<file path="src/rtl/dtw_result_unpacker.sv">
// Drains the 3-word DTW sink FIFO records into one classified result with saturating counters.
// Optional best-record tracking is enabled by defining DTW_RESULT_BEST_EN.
module dtw_result_unpacker #(
  parameter int dtw_dwidth = 16,
  parameter int axi_dwidth = 32,
  parameter int CNT_W      = 16
) (
  input  logic                  clk,
  input  logic                  rst,
  input  logic                  en,
  input  logic [dtw_dwidth-1:0] thresh,
  input  logic                  stat_clr,
  output logic                  fifo_rden,
  input  logic                  fifo_empty,
  input  logic [axi_dwidth-1:0] fifo_data,
  output logic                  res_valid,
  input  logic                  res_ready,
  output logic [axi_dwidth-1:0] res_qid,
  output logic [axi_dwidth-1:0] res_position,
  output logic [dtw_dwidth-1:0] res_minval,
  output logic                  res_hit,
  output logic [CNT_W-1:0]      rec_count,
  output logic [CNT_W-1:0]      hit_count,
  output logic                  err_format,
  output logic                  busy
`ifdef DTW_RESULT_BEST_EN
  ,
  output logic                  best_valid,
  output logic [axi_dwidth-1:0] best_qid,
  output logic [axi_dwidth-1:0] best_position,
  output logic [dtw_dwidth-1:0] best_minval
`endif
);

  typedef enum logic [1:0] {
    ST_WAIT    = 2'd0,
    ST_READ    = 2'd1,
    ST_CAPTURE = 2'd2,
    ST_EMIT    = 2'd3
  } state_t;

  localparam logic [CNT_W-1:0] CNT_MAX = {CNT_W{1'b1}};
  localparam logic [axi_dwidth-dtw_dwidth-1:0] UPPER_ZERO = {(axi_dwidth-dtw_dwidth){1'b0}};

  state_t     state;
  logic [1:0] word_idx;

  // Record-assembly FSM, counters and sticky status; stat_clr is applied last so it wins.
  always_ff @(posedge clk or posedge rst) begin
    if (rst) begin
      state        <= ST_WAIT;
      word_idx     <= 2'd0;
      fifo_rden    <= 1'b0;
      res_valid    <= 1'b0;
      res_qid      <= {axi_dwidth{1'b0}};
      res_position <= {axi_dwidth{1'b0}};
      res_minval   <= {dtw_dwidth{1'b0}};
      res_hit      <= 1'b0;
      rec_count    <= {CNT_W{1'b0}};
      hit_count    <= {CNT_W{1'b0}};
      err_format   <= 1'b0;
      busy         <= 1'b0;
`ifdef DTW_RESULT_BEST_EN
      best_valid    <= 1'b0;
      best_qid      <= {axi_dwidth{1'b0}};
      best_position <= {axi_dwidth{1'b0}};
      best_minval   <= {dtw_dwidth{1'b0}};
`endif
    end else begin
      case (state)
        ST_WAIT: begin
          // A started record finishes regardless of en.
          if (!fifo_empty && (en || word_idx != 2'd0)) begin
            state     <= ST_READ;
            fifo_rden <= 1'b1;
            busy      <= 1'b1;
          end else begin
            fifo_rden <= 1'b0;
            busy      <= (word_idx != 2'd0);
          end
        end
        ST_READ: begin
          fifo_rden <= 1'b0;
          state     <= ST_CAPTURE;
          busy      <= 1'b1;
        end
        ST_CAPTURE: begin
          fifo_rden <= 1'b0;
          busy      <= 1'b1;
          case (word_idx)
            2'd0: begin
              res_qid  <= fifo_data;
              word_idx <= 2'd1;
              state    <= ST_WAIT;
            end
            2'd1: begin
              res_position <= fifo_data;
              word_idx     <= 2'd2;
              state        <= ST_WAIT;
            end
            2'd2: begin
              res_minval <= fifo_data[dtw_dwidth-1:0];
              res_hit    <= (fifo_data[dtw_dwidth-1:0] <= thresh);
              if (fifo_data[axi_dwidth-1:dtw_dwidth] != UPPER_ZERO) begin
                err_format <= 1'b1;
              end else begin
                err_format <= err_format;
              end
              word_idx  <= 2'd0;
              res_valid <= 1'b1;
              state     <= ST_EMIT;
            end
            default: begin
              word_idx <= 2'd0;
              state    <= ST_WAIT;
            end
          endcase
        end
        ST_EMIT: begin
          fifo_rden <= 1'b0;
          if (res_ready) begin
            res_valid <= 1'b0;
            state     <= ST_WAIT;
            busy      <= 1'b0;
            if (rec_count != CNT_MAX) begin
              rec_count <= rec_count + {{(CNT_W-1){1'b0}}, 1'b1};
            end else begin
              rec_count <= rec_count;
            end
            if (res_hit && hit_count != CNT_MAX) begin
              hit_count <= hit_count + {{(CNT_W-1){1'b0}}, 1'b1};
            end else begin
              hit_count <= hit_count;
            end
`ifdef DTW_RESULT_BEST_EN
            // Strict less-than keeps the earliest record on ties.
            if (!best_valid || res_minval < best_minval) begin
              best_valid    <= 1'b1;
              best_qid      <= res_qid;
              best_position <= res_position;
              best_minval   <= res_minval;
            end else begin
              best_valid <= best_valid;
            end
`endif
          end else begin
            res_valid <= 1'b1;
          end
        end
        default: begin
          state     <= ST_WAIT;
          word_idx  <= 2'd0;
          fifo_rden <= 1'b0;
          res_valid <= 1'b0;
          busy      <= 1'b0;
        end
      endcase
      if (stat_clr) begin
        rec_count  <= {CNT_W{1'b0}};
        hit_count  <= {CNT_W{1'b0}};
        err_format <= 1'b0;
`ifdef DTW_RESULT_BEST_EN
        best_valid    <= 1'b0;
        best_qid      <= {axi_dwidth{1'b0}};
        best_position <= {axi_dwidth{1'b0}};
        best_minval   <= {dtw_dwidth{1'b0}};
`endif
      end
    end
  end

endmodule

</file>
<file path="config.mk">
export PLATFORM = sky130hd
export DESIGN_NAME = dtw_result_unpacker
export DESIGN_NICKNAME = d
export VERILOG_FILES = /design/src/rtl/dtw_result_unpacker.sv
export SDC_FILE = /design/constraint.sdc
export NUM_CORES = 1
export LEC_CHECK = 0
export CORE_ASPECT_RATIO = 0.9
export CORE_MARGIN = 2
export CORE_UTILIZATION = 29
export CTS_CLUSTER_DIAMETER = 60
export DETAILED_ROUTE_END_ITERATION = 10
export PLACE_DENSITY = 0.57
export SLEW_MARGIN = 20
export SYNTH_ARGS = -nofsm -noshare
export SYNTH_HDL_FRONTEND = slang
export SYNTH_SLANG_ARGS = --single-unit
</file>
<file path="constraint.sdc">
create_clock -name clk -period 9.5 [get_ports clk]
set_input_delay 1.9 -clock clk [delete_from_list [all_inputs] [get_ports clk]]
set_output_delay 1.9 -clock clk [all_outputs]
set_load 0.02 [all_outputs]
</file>
==> results.toml, run 1 <==
[status]
status = "finished clean"

[logic_synthesis]
synth_adder_area_share_pct = 4.85
ys.flop_type = "dfrtp_1"
synth.area.mux_share_pct = 15.4
yosysUniqueCellTypes = 43
syn-num-nets = 589
synth_xor_area_share_pct = 0
syn_inst = 513
synthSimpleGateAreaFrac_pct = 14.9
ys_seq_elements = 121
yosys_warnings = 0
synth-compound-area-share_pct = 7.93
syn_area_um2 = 5680
synth_edf_count = 0
avgSynthCellArea_um2 = 11.1
async_flop_share_pct = 100
yosysSeqAreaShare_pct = 53.3
synth_top_family_by_area = "multiplexers"

[routing]
routedWlPerCell_um = 16.8
dr.pass1.iters = 4
drcViolationCount = 0
via_count = 4645
wl_mm = 16.0
viasPerCell = 4.89
antenna_left = 0
drtIter0Drc = 191

[global_route]
grt_max_degree = 64
use_met1_pct = 21.2
grt.met2_usage_pct = 25.7
top_usage_layer = "met2"
grt_usage_pct = 16.2
grt_pass1_vias = 4786
gr-total-overflow = 0
grt_pass1_wl_mm = 25.9
met3_usage_pct = 5.60
antenna_found_initial = 0

[worst_setup_path]
crit_type = "input port to flip-flop"
r2r-end = "rec_count[9]"
r2r_slack_ns = 7.14
r2r-start = "state[1]"
reg2regPathDepth = 5
worstPathArrival_ns = 3.94
crit_path_end_kind = "flip-flop"
startpoint_type = "input port"
worstPathMaxFanout = 12
required_ns = 9.79

[clock_network]
cts_buffers = 17
cts.sink_count = 121
htreeDepth = 4
ctsHoldBuffers = 0
cts_tree = "built"
clk_pin_slew_ns = 0.05
cts.path.max_buffers = 2
root_buffer = "clkbuf_16"
ctsResizeCount = 0
post_cts_buffers = 0
clock_latency_ns = 0.41

[floorplanning]
ios = 171
die_area_um2 = 20700
coreArea_um2 = 19200
die_y_um = 137
initial_utilization_pct = 29.6
dieWidth_um = 152
rows = 48

[placed_design]
place_hpwl_mm = 11.2
gp_congestion = 0.814
placedCellCount = 918
portBuffers = 170

[timing]
slew_viol_final = 0
clock_skew_ns = 0.00685
setup_viol_count_final = 0
max_slew_margin_pct = 31.3
fmax_mhz = 274
fin_crit_sh_pct = 38.5
layout_min_cycle_time_ns = 3.65
tns_ns = 0
rsz0062_at_grt = "no"
final_hold_viol_count = 0
tightest_slew_ns = 1.03

[final_layout]
multi_input_area_um2 = 2460
diodes = 0
area_growth_pct = 44.9
fin_cells = 950
nFillCells = 1825
layout.nets = 763
drive_gt1_share_pct = 16.4
regArea_um2 = 3030
finish.utilization_pct = 42.8

[power]
power_density_nw_per_um2 = 302
p_leak_uw = 0.00347
peakVddDrop_mv = 0.167
total_power_uw = 2490

[worst_hold_path]
holdPathEnd = "res_minval[8]"
worstHoldStart = "res_minval[8]"
min_path_type = "flip-flop to flip-flop"
whs_path_depth = 2

[run]
max_cap_viol_count = 0
==> cells by family after synthesis <==
kind of cell / count (synthesis)
buf+inv: 52
compound gates: 71
mux: 78
flops: 121
simple gates: 169
fa+ha+maj: 22
==> worst max-delay path, cell delays in order <==
cell and delay (ns):
clkdlybuf4s50_1 0.62, nand2_2 0.22, or3_1 0.54, nor4_1 0.27, mux2_2 0.39
==> placed cells by master (no fill, tap or decap), drive strengths merged, types with 6 or more instances in the layout <==
cell type / Yosys / layout
clkbuf: 13 / 25
o31ai: 6 / 6
nor2: 23 / 23
o21ai: 11 / 11
mux2: 75 / 75
nand3: 12 / 12
ha: 22 / 22
nor4: 12 / 12
nor2b: 12 / 12
a21oi: 26 / 26
nand4: 12 / 12
nor3: 6 / 6
clkdlybuf4s50: 0 / 170
or4: 8 / 8
inv: 33 / 33
dfrtp: 121 / 121
nand2: 63 / 63
or3: 6 / 6
==> synth_stat cells, types with 2 or more instances <==
cell type / number / share of area (%)
and4_1: 2 / 0.31
nor3_1: 6 / 0.53
o21a_1: 2 / 0.26
nor4_1: 11 / 1.2
o311ai_0: 2 / 0.31
and2_1: 4 / 0.44
mux2_2: 75 / 15
o31a_1: 2 / 0.31
dfrtp_1: 121 / 53
o31ai_1: 6 / 0.79
buf_2: 4 / 0.35
ha_1: 22 / 4.8
a21oi_1: 26 / 2.3
or2_2: 2 / 0.22
mux2i_1: 3 / 0.53
or4_1: 8 / 1.1
nor2b_1: 12 / 1.3
o21ai_0: 11 / 0.97
nand2_1: 62 / 4.1
nand4_1: 12 / 1.3
nor2_1: 23 / 1.5
o211ai_1: 2 / 0.26
a31oi_1: 5 / 0.55
o41ai_1: 4 / 0.62
and3_1: 5 / 0.55
a211oi_1: 4 / 0.53
nand3_1: 12 / 1.1
inv_1: 33 / 2.2
clkbuf_1: 13 / 0.86
or3_1: 6 / 0.66
==> power by group <==
group | leakage, µW | switching, µW | internal [µW]
registers | 0.00149 | 117 | 713
clock network | 0.000279 | 227 | 393
logic | 0.00169 | 509 | 529
==> worst max-delay path by stage <==
| stage | start | endpoint | slack [ns] |
|---|---|---|---|
| 2_1_floorplan | rst | busy | 4.39 |
| 3_3_place_gp | res_ready | rec_count[15] | 5.56 |
| 3_5_place_dp | res_ready | rec_count[9] | 5.46 |
| 4_1_cts | res_ready | rec_count[13] | 5.89 |
| 5_1_grt | res_ready | rec_count[15] | 5.77 |
| 6_report | res_ready | rec_count[9] | 5.85 |
==> state kept, by name, indices dropped and copies added (netlist names) <==
register      cells
fifo_rden         1
busy              1
res_qid          32
res_hit           1
res_valid         1
rec_count        16
hit_count        16
res_position     32
word_idx          2
err_format        1
state             2
res_minval       16
==> stage by stage <==
stage / hold slack, ns / instance area (µm²) / setup WS (ns)
2_1_floorplan: 0.500 / 5680 / 4.39
3_3_place_gp: 0.464 / 7650 / 5.56
3_5_place_dp: 0.466 / 7650 / 5.46
4_1_cts: 0.481 / 8220 / 5.89
5_1_grt: 0.505 / 8230 / 5.77
6_report: 0.479 / 8230 / 5.85
==> per-layer routing <==
layer,wire length [µm],vias to the layer above,part of all wire (%)
met5,0,-,0
met4,160,0,1.0
met3,1020,11,6.4
met2,7640,144,48
met1,7170,2303,45
li1,-,2187,-
==> cell type report <==
type,count,area share [%]
clock inverters,7,0.790
inverters,33,1.53
multi-input cells,340,29.9
well taps,250,3.80
repair buffers,174,21.0
clock buffers,25,6.14
flip-flops and latches,121,36.8
(Power assumes the default switching activity.)
==> inputs of run 2 (changes only) <==
--- a/config.mk
+++ b/config.mk
@@ -10,7 +10,7 @@
 export CORE_UTILIZATION = 29
 export CTS_CLUSTER_DIAMETER = 60
 export DETAILED_ROUTE_END_ITERATION = 10
-export PLACE_DENSITY = 0.57
+export PLACE_DENSITY = 0.59
 export SLEW_MARGIN = 20
 export SYNTH_ARGS = -nofsm -noshare
 export SYNTH_HDL_FRONTEND = slang
==> constraint.sdc (replaced) <==
create_clock -name clk -period 3.3 [get_ports clk]
set_input_delay 0.66 -clock clk [delete_from_list [all_inputs] [get_ports clk]]
set_output_delay 0.66 -clock clk [all_outputs]
set_load 0.02 [all_outputs]
==> run 2 against run 1 <==
  * Wire length up 1.9%
  * Utilization up 0.51 points
  * Sequential cell count unchanged
  * Via count up 1.1%
  * Die area unchanged
  * Highest routed layer unchanged
  * Largest power group unchanged
  * Register-to-register slack worse by 6.2 ns
  * First-iteration DRC count down 15%
  * Critical endpoint unchanged
  * Critical path type unchanged
==> results.toml, run 2 (synthesized netlist as in run 1, its figures left out) <==
[status]
status = "finished clean"

[run]
max_cap_viol_count = 0

[timing]
setup_ws_ns = 0.906
clock_skew_ns = 0.0105
whs_ns = 0.475
max_slew_margin_pct = 54.6
rsz0062_at_grt = "no"
tightest_slew_ns = 0.675
tns_ns = 0
slew_viol_final = 0
fmax_mhz = 418
fin_crit_sh_pct = 72.5
final_hold_viol_count = 0
layout_min_cycle_time_ns = 2.39
setup_viol_count_final = 0

[floorplanning]
dieWidth_um = 152
rows = 48
coreArea_um2 = 19200
die_area_um2 = 20700
initial_utilization_pct = 29.6
die_y_um = 137
ios = 171

[final_layout]
layout_commonest_cell = "clkdlybuf4s50_1"
diodes = 0
layout.nets = 767
post-route-cell-area_um2 = 8330
layout_common_cells = "170 x clkdlybuf4s50_1, 121 x dfrtp_1, 75 x mux2_2"
drive_gt1_share_pct = 17.0
reg.largest.list = "res_position x32, res_qid x32"
nFillCells = 1833
area_growth_pct = 46.7

[placed_design]
portBuffers = 170
dp_slack_ns = 0.503
place_hpwl_mm = 11.6
placed_cell_area_um2 = 7710
gp_congestion = 0.811

[power]
combPwrFrac_pct = 40.6
swShare_pct = 33.9
internal_power_uw = 4860
switchingPower_uw = 2490
power_density_nw_per_um2 = 883
peakVddDrop_mv = 0.579
clkPwrFrac_pct = 26.7
power_frac_seq_pct = 32.6
p_leak_uw = 0.00350

[global_route]
grt_usage_pct = 16.4
grt_pass1_vias = 4897
antenna_found_initial = 0
gr-total-overflow = 0
grt_max_degree = 56
grt_pass1_wl_mm = 26.4

[routing]
routedWlPerCell_um = 17.1
drcViolationCount = 0
via_count = 4696
viasPerCell = 4.92
antenna_left = 0
drtIter0Drc = 162
wl_mm = 16.3
dr.pass1.iters = 6

[clock_network]
cts.sink_count = 121
clock_latency_ns = 0.41
clk_pin_slew_ns = 0.06
ctsHoldBuffers = 0
ctsResizeCount = 0
cts_tree = "built"
cts_buffers = 17
root_buffer = "clkbuf_16"
htreeDepth = 4
post_cts_buffers = 0
cts.path.max_buffers = 2

[worst_setup_path]
required_ns = 3.59
worstPathArrival_ns = 2.69
crit_path_end_kind = "flip-flop"
worstPathMaxFanout = 12
startpoint_type = "input port"
reg2regPathDepth = 5
crit_type = "input port to flip-flop"

[worst_hold_path]
min_path_type = "flip-flop to flip-flop"
whs_path_depth = 2
[run 2: cell types whose count changed in the layout (fill, tap and decap cells not counted), sizes merged]
cell | previous run | this run
inv | 33 | 32
clkinv | 4 | 7
buf | 4 | 8
bufinv | 1 | 4
clkbuf | 25 | 20
[run 2: worst max-delay path, cell delays in order]
cell and delay (ns):
clkdlybuf4s50_1 0.62, nand2_2 0.22, or3_1 0.55, nor4_1 0.27, mux2_2 0.37
[run 2: path summary, 6_finish.rpt]
check / start / end / slack, ns
worst max register to register: state[1] / rec_count[9] / 0.98
worst min register to register: res_minval[12] / res_minval[12] / 0.48
worst min-delay path: res_minval[12] / res_minval[12] / 0.48
min in group asynchronous: rst / res_position[6] / 0.65
max in group asynchronous: rst / res_position[23] / 1.98
worst max-delay path: res_ready / rec_count[9] / 0.91
[run 2: metal layers]
layer	wire [µm]	vias to the layer above	track usage, %
li1	-	2188	-
met1	7210	2353	21.0
met2	7800	142	26.6
met3	1140	13	5.10
met4	146	0	4.89
met5	0	-	0
[run 2: final cells by class]
class                   count  area [µm²]  area share, %
multi-input cells         340        2450           29.5
clock buffers              20         447           5.36
clock inverters            12         174           2.09
flip-flops and latches    121        3030           36.3
inverters                  33         128           1.53
well taps                 250         313           3.75
repair buffers            178        1790           21.4
[run 2: per-stage QoR]
step / total power (µW) / utilization, % / cells
floorplan: 3930 / - / 513
global placement: 5370 / 40.1 / 922
detailed placement: 5430 / 40.1 / 922
CTS: 7450 / 43.3 / 954
global route: 7760 / 43.3 / 954
finish: 7350 / 43.3 / 954
[run 2: power groups by stage]
stage                     registers (µW)  logic [µW]  clock network (µW)
final                               2400        2990                1970
after global routing                2480        3190                2090
after CTS                           2410        3030                2010
after detailed placement            2410        3020                   0
after global placement              2390        2980                   0
after floorplan                     3010         914                   0
